[src/rtl/pipe_reg_pkg.sv]
// Shared types and width constants for the elastic pipeline stage registers.
package pipe_reg_pkg;

    typedef enum logic [1:0] {
        PS_EMPTY = 2'd0,
        PS_ONE   = 2'd1,
        PS_TWO   = 2'd2
    } pipe_state_t;

    localparam int unsigned STATS_W = 32;

    // Default payload/control widths for each stage boundary.
    localparam int unsigned IFID_DATA_W  = 64;
    localparam int unsigned IFID_CTRL_W  = 16;
    localparam int unsigned IDEX_DATA_W  = 64;
    localparam int unsigned IDEX_CTRL_W  = 16;
    localparam int unsigned EXMEM_DATA_W = 64;
    localparam int unsigned EXMEM_CTRL_W = 16;
    localparam int unsigned MEMWB_DATA_W = 64;
    localparam int unsigned MEMWB_CTRL_W = 16;

    function automatic logic [1:0] occ_of(input pipe_state_t s);
        logic [1:0] occ;
        occ = 2'd0;
        case (s)
            PS_ONE:  occ = 2'd1;
            PS_TWO:  occ = 2'd2;
            default: occ = 2'd0;
        endcase
        return occ;
    endfunction

endpackage

[src/rtl/pipe_sat_ctr.sv]
// Saturating event counter for stage statistics; only built with PIPE_SKID_REG_STATS_EN.
`ifdef PIPE_SKID_REG_STATS_EN
module pipe_sat_ctr #(
    parameter int unsigned WIDTH = 32
) (
    input  logic             CLK,
    input  logic             nRST,
    input  logic             inc,
    output logic [WIDTH-1:0] count
);

    always_ff @(posedge CLK or negedge nRST) begin
        if (!nRST) begin
            count <= '0;
        end else if (inc && (count != '1)) begin
            count <= count + 1'b1;
        end
    end

endmodule
`endif

[src/rtl/pipe_skid_reg.sv]
// Elastic pipeline register with a 2-entry skid buffer and registered in_ready.
// Optional statistics counters are enabled by defining PIPE_SKID_REG_STATS_EN.
module pipe_skid_reg
    import pipe_reg_pkg::*;
#(
    parameter int unsigned            DATA_W      = 64,
    parameter int unsigned            CTRL_W      = 16,
    parameter logic [CTRL_W-1:0]      CTRL_BUBBLE = '0
) (
    input  logic              CLK,
    input  logic              nRST,
    input  logic              flush,
    input  logic              in_valid,
    output logic              in_ready,
    input  logic [DATA_W-1:0] in_data,
    input  logic [CTRL_W-1:0] in_ctrl,
    output logic              out_valid,
    input  logic              out_ready,
    output logic [DATA_W-1:0] out_data,
    output logic [CTRL_W-1:0] out_ctrl,
    output logic [1:0]        occupancy,
    output logic [31:0]       stall_cycles,
    output logic [31:0]       bubble_cycles
);

    pipe_state_t       state, state_n;
    logic [DATA_W-1:0] main_data_n, skid_data, skid_data_n;
    logic [CTRL_W-1:0] main_ctrl_n, skid_ctrl, skid_ctrl_n;
    logic              in_fire, out_fire;

    assign in_fire  = in_valid & in_ready;
    assign out_fire = out_valid & out_ready;

    always_ff @(posedge CLK or negedge nRST) begin
        if (!nRST) begin
            state     <= PS_EMPTY;
            out_data  <= '0;
            out_ctrl  <= CTRL_BUBBLE;
            skid_data <= '0;
            skid_ctrl <= '0;
            out_valid <= 1'b0;
            in_ready  <= 1'b1;
            occupancy <= 2'd0;
        end else begin
            state     <= state_n;
            out_data  <= main_data_n;
            out_ctrl  <= main_ctrl_n;
            skid_data <= skid_data_n;
            skid_ctrl <= skid_ctrl_n;
            // Status outputs are precomputed from the next state so they come straight from flops.
            out_valid <= (state_n != PS_EMPTY);
            in_ready  <= (state_n != PS_TWO);
            occupancy <= occ_of(state_n);
        end
    end

    always_comb begin
        state_n     = state;
        main_data_n = out_data;
        main_ctrl_n = out_ctrl;
        skid_data_n = skid_data;
        skid_ctrl_n = skid_ctrl;

        unique case (state)
            PS_EMPTY: begin
                if (in_fire) begin
                    main_data_n = in_data;
                    main_ctrl_n = in_ctrl;
                    state_n     = PS_ONE;
                end
            end
            PS_ONE: begin
                if (in_fire && out_fire) begin
                    main_data_n = in_data;
                    main_ctrl_n = in_ctrl;
                end else if (out_fire) begin
                    main_data_n = '0;
                    main_ctrl_n = CTRL_BUBBLE;
                    state_n     = PS_EMPTY;
                end else if (in_fire) begin
                    skid_data_n = in_data;
                    skid_ctrl_n = in_ctrl;
                    state_n     = PS_TWO;
                end
            end
            PS_TWO: begin
                if (out_fire) begin
                    main_data_n = skid_data;
                    main_ctrl_n = skid_ctrl;
                    skid_data_n = '0;
                    skid_ctrl_n = '0;
                    state_n     = PS_ONE;
                end
            end
            default: begin
                main_data_n = '0;
                main_ctrl_n = CTRL_BUBBLE;
                state_n     = PS_EMPTY;
            end
        endcase

        if (flush) begin
            state_n     = PS_EMPTY;
            main_data_n = '0;
            main_ctrl_n = CTRL_BUBBLE;
            skid_data_n = '0;
            skid_ctrl_n = '0;
        end
    end

`ifdef PIPE_SKID_REG_STATS_EN
    logic stall_inc, bubble_inc;

    assign stall_inc  = out_valid & ~out_ready;
    assign bubble_inc = ~out_valid & ~flush;

    pipe_sat_ctr #(.WIDTH(STATS_W)) u_stall_ctr (
        .CLK   (CLK),
        .nRST  (nRST),
        .inc   (stall_inc),
        .count (stall_cycles)
    );

    pipe_sat_ctr #(.WIDTH(STATS_W)) u_bubble_ctr (
        .CLK   (CLK),
        .nRST  (nRST),
        .inc   (bubble_inc),
        .count (bubble_cycles)
    );
`else
    assign stall_cycles  = '0;
    assign bubble_cycles = '0;
`endif

endmodule

[config.mk]
export PLATFORM = sky130hd
export DESIGN_NAME = pipe_skid_reg
export DESIGN_NICKNAME = d
export VERILOG_FILES = /design/src/rtl/pipe_reg_pkg.sv /design/src/rtl/pipe_sat_ctr.sv /design/src/rtl/pipe_skid_reg.sv
export SDC_FILE = /design/constraint.sdc
export NUM_CORES = 1
export LEC_CHECK = 0
export CAP_MARGIN = 40
export CORE_MARGIN = 1.5
export CORE_UTILIZATION = 41
export CTS_BUF_LIST = sky130_fd_sc_hd__clkbuf_16
export DETAILED_ROUTE_END_ITERATION = 8
export GPL_ROUTABILITY_DRIVEN = 1
export MAX_ROUTING_LAYER = met4
export PLACE_DENSITY_LB_ADDON = 0.25
export SLEW_MARGIN = 20
export SYNTH_ARGS = -nofsm -noshare
export SYNTH_HDL_FRONTEND = slang
export SYNTH_SLANG_ARGS = --single-unit
[constraint.sdc]
create_clock -name CLK -period 1.7 [get_ports CLK]
set_input_delay 0.425 -clock CLK [delete_from_list [all_inputs] [get_ports CLK]]
set_output_delay 0.425 -clock CLK [all_outputs]
set_load 0.05 [all_outputs]
==> results.rst <==
.. list-table::
   :header-rows: 1

   * - Metric
     - Value
   * - Crit path max-delay cell type
     - sky130_fd_sc_hd__dfstp_2
   * - Count of unique library cells instantiated by Yosys
     - 29
   * - Count of TritonRoute iterations in the first routing pass
     - 8
   * - H-tree lvl count
     - 4
   * - Yosys Warn Count
     - 0
   * - Category of the worst setup path launch point
     - flip-flop
   * - Syn Std Cell Area
     - 9220 µm²
   * - Async SR Flop Fraction
     - 100%
   * - Via total after detailed routing
     - 8125
   * - Worst Hold Depth
     - 2
   * - Family of cells with the greatest summed delay on the critical path
     - flip-flops
   * - Wire length of the first global-routing pass
     - 42200 µm
   * - Final setup violation count
     - 0
   * - Clock edge transition at the registers on the reported setup and hold paths
     - 0.07 ns
   * - Critical register-to-register path endpoint
     - skid_data[61]$_DFFE_PN0P_
   * - Maximum Capacitance Violations
     - 0
   * - Hold EP
     - out_ctrl[3]$_DFFE_PN0P_
   * - Share of final-layout standard cells stronger than drive strength 1
     - 16.5%
   * - P_leak
     - 0.00505 µW
   * - Mean number of vias per cell
     - 5.66
   * - Total buffers and inverters traversed by the critical path
     - 2
   * - Vert. Die Dim
     - 153 µm
   * - Clock latency on the worst-skew pair
     - 0.44 ns
   * - Final cell area excluding filler cells
     - 11900 µm²
   * - Post-synthesis cell count
     - 1003
   * - Area added between synthesis and finish
     - 28.9%
   * - HPWL after detailed placement
     - 16200 µm
   * - Cell Rows
     - 54
   * - Leading post-synthesis cells by cell area
     - sky130_fd_sc_hd__dfrtp_1 45%, sky130_fd_sc_hd__mux2i_1 8.7%, sky130_fd_sc_hd__o32ai_1 7.6%
   * - Nets
     - 1227
   * - Net switching fraction of the power
     - 34.1%
   * - Final hold violation count
     - 0
   * - Number of cells on the critical path
     - 2
   * - Critical path, cell by cell
     - buf_4 > buf_12
   * - Failing checks
     - DRC
   * - Data arrival time of the critical path
     - 1.24 ns
   * - Core Area
     - 22000 µm²
   * - Unrepaired setup endpoints after global routing
     - yes
   * - Post-route clock period utilization
     - 98.1%
   * - Die Span X
     - 153 µm
   * - Sequential share of the synthesized area
     - 45.1%
   * - I/O pins
     - 233
   * - Clock tree from TritonCTS
     - yes
   * - Post-Route Hold Slack
     - 0.400 ns
   * - Startpoint of the most critical hold path
     - flush
   * - EDFF count, synth
     - 0
   * - Cell type contributing the most total cell area after synthesis
     - sky130_fd_sc_hd__dfrtp_1
   * - Hold Crit Class
     - input port to flip-flop
   * - Launch instance of the worst register-to-register path
     - out_valid$_DFF_PN0_
   * - Final Wtd Congestion
     - 0.748
   * - Area enclosed by the die boundary
     - 23400 µm²
   * - Initial antenna violation count
     - 0
   * - Pwr per Cell Area
     - 999 nW/µm²
   * - Placed inst area
     - 11100 µm²
   * - Clock sink count
     - 166
   * - Initial cell density of the core
     - 42.0%
   * - Logic pwr share
     - 28.7%
   * - Ys flop type
     - sky130_fd_sc_hd__dfrtp_1
   * - # diodes
     - 0
   * - Total global routing track utilization
     - 23.2%
   * - Part of the power in registers
     - 36.8%
   * - Top-area cell type share of the netlist area
     - 44.8%
   * - Routed length per placed instance
     - 18.5 µm
   * - Flop2flop setup slack
     - 0.05 ns
   * - Required time reported for the critical path endpoint
     - 1.27 ns
   * - Per-instance average area after synthesis
     - 9.20 µm²
   * - Peak clock frequency supported by timing
     - 600 MHz
   * - DRC marker count from the first detailed-route iteration
     - 675
   * - Number of remaining DRC errors
     - 21
   * - Antenna-violating nets left
     - 0
   * - Critical path's largest stage delay
     - 0.55 ns
   * - Number of synthesized register bits
     - 166
   * - Final Max Slew Viols
     - 0
   * - Depth of the worst register-to-register path
     - 7
   * - Worst ir drop on vdd
     - 700 µV
   * - Maximum number of pins on one net before global-route repair
     - 60
   * - Total congestion overflow
     - 0
   * - Outcome
     - finished, violations left
   * - Count of input and output buffers
     - 168
   * - Clk root buf
     - sky130_fd_sc_hd__clkbuf_16
   * - Setup clock skew after layout
     - 0.0121 ns
   * - Time the final worst path needs with I/O delays and setup
     - 1.67 ns
   * - Number of global-route vias before repair
     - 7682
   * - Number of buffers created by CTS
     - 17
   * - Internal power
     - 7820 µW
   * - Maximum clock path buffer count
     - 2
   * - Clk pwr share
     - 34.5%
   * - Cell with the most instances after synthesis
     - sky130_fd_sc_hd__dfrtp_1
   * - Net Sw Power
     - 4050 µW
   * - CP Capture Type
     - output port
   * - Wire length reported by the detailed router
     - 26600 µm
   * - Leading cell types by count after synthesis
     - 165 x sky130_fd_sc_hd__dfrtp_1, 163 x sky130_fd_sc_hd__nand2_1, 84 x sky130_fd_sc_hd__a21oi_1
   * - Final TNS setup
     - 0 ns
   * - Setup CP Type
     - flip-flop to output port
   * - Critical Path Fanout Max
     - 4
-- power groups by stage --
stage,registers [µW],logic (µW),clock network (µW)
after global routing,4400,3620,4350
after floorplan,4980,1700,0
after detailed placement,4450,3330,0
after CTS,4370,3380,4180
after global placement,4450,3310,0
final,4370,3400,4100
-- how the worst max path moves through the flow --
stage                        from                        end
3_5_place_dp            out_ready  skid_data[60]$_DFFE_PN0P_
2_1_floorplan  in_ready$_DFF_PN1_   skid_ctrl[0]$_DFFE_PN0P_
5_1_grt        state[1]$_DFF_PN0_   skid_data[9]$_DFFE_PN0P_
3_3_place_gp            out_ready    out_data[7]$_DFFE_PN0P_
4_1_cts        in_ready$_DFF_PN1_  skid_data[58]$_DFFE_PN0P_
6_report       in_ready$_DFF_PN1_                   in_ready
-- sequential cells by signal, indices dropped and copies added (netlist names) --
| name | flops |
|---|---|
| out_data | 64 |
| skid_data | 64 |
| out_ctrl | 16 |
| skid_ctrl | 16 |
| occupancy | 2 |
| state | 2 |
| in_ready | 1 |
| out_valid | 1 |
-- cell families after synthesis --
logic type             Yosys count  synth area share, %
other                            1               0.0407
flip-flops                     166                 45.1
AO/OA/AOI/OAI                  250                 19.4
multiplexers                    80                 8.68
AND/OR/NAND/NOR                333                 14.9
buffers and inverters          172                 11.8
XOR/XNOR                         1                0.176
-- stage by stage --
stage	worst slack, ns	total power [µW]	utilization (%)	std cells
2_1_floorplan	0.0560	6680	-	1066
4_1_cts	0.0104	11900	53.8	1432
3_3_place_gp	-0.309	7750	50.6	1391
5_1_grt	-0.0556	12400	54.1	1435
3_5_place_dp	-0.333	7780	50.6	1391
6_report	0.0322	11900	54.1	1435
-- what timing repair did --
| action | in CTS | in global routing |
|---|---|---|
| resized for setup | 0 | 6 |
| hold buffers | 1 | 0 |
| pin swaps | 1 | 1 |
| setup buffers | 7 | 2 |
| hold endpoints to repair | 26 | 0 |
| gates cloned | 1 | 1 |
| endpoints found under the setup margin | 2 | 134 |
-- per-layer routing --
layer	track usage (%)	part of all wire, %	up-vias
met5	-	0	-
met1	32.4	47	4027
met3	3.49	5.7	28
met2	34.8	46	319
li1	-	-	3751
met4	7.38	1.5	0
-- area by class of cell --
cell class / count / area, µm²
fillers: 2008 / 10100
multi-input cells: 728 / 4290
clock buffers: 17 / 425
well taps: 280 / 350
flip-flops and latches: 166 / 4160
clock inverters: 15 / 190
inverters: 1 / 3.75
repair buffers: 228 / 2460
-- cells in the final DEF, fill, tap and decap left out, types with 2 or more instances in the layout --
cell / count
sky130_fd_sc_hd__a21oi_2: 3
sky130_fd_sc_hd__nand3_1: 80
sky130_fd_sc_hd__mux2i_1: 80
sky130_fd_sc_hd__a211oi_1: 2
sky130_fd_sc_hd__clkbuf_16: 18
sky130_fd_sc_hd__clkinvlp_4: 2
sky130_fd_sc_hd__a22oi_1: 80
sky130_fd_sc_hd__buf_6: 2
sky130_fd_sc_hd__nand2_1: 162
sky130_fd_sc_hd__dfrtp_1: 162
sky130_fd_sc_hd__o32ai_1: 80
sky130_fd_sc_hd__conb_1: 64
sky130_fd_sc_hd__bufinv_16: 4
sky130_fd_sc_hd__nor2_1: 80
sky130_fd_sc_hd__inv_1: 4
sky130_fd_sc_hd__buf_4: 101
sky130_fd_sc_hd__dfrtp_4: 2
sky130_fd_sc_hd__nand2b_4: 2
sky130_fd_sc_hd__a21oi_1: 81
sky130_fd_sc_hd__buf_12: 40
sky130_fd_sc_hd__clkinv_4: 4
sky130_fd_sc_hd__clkdlybuf4s50_1: 81
Power figures use the tool's default switching activity.
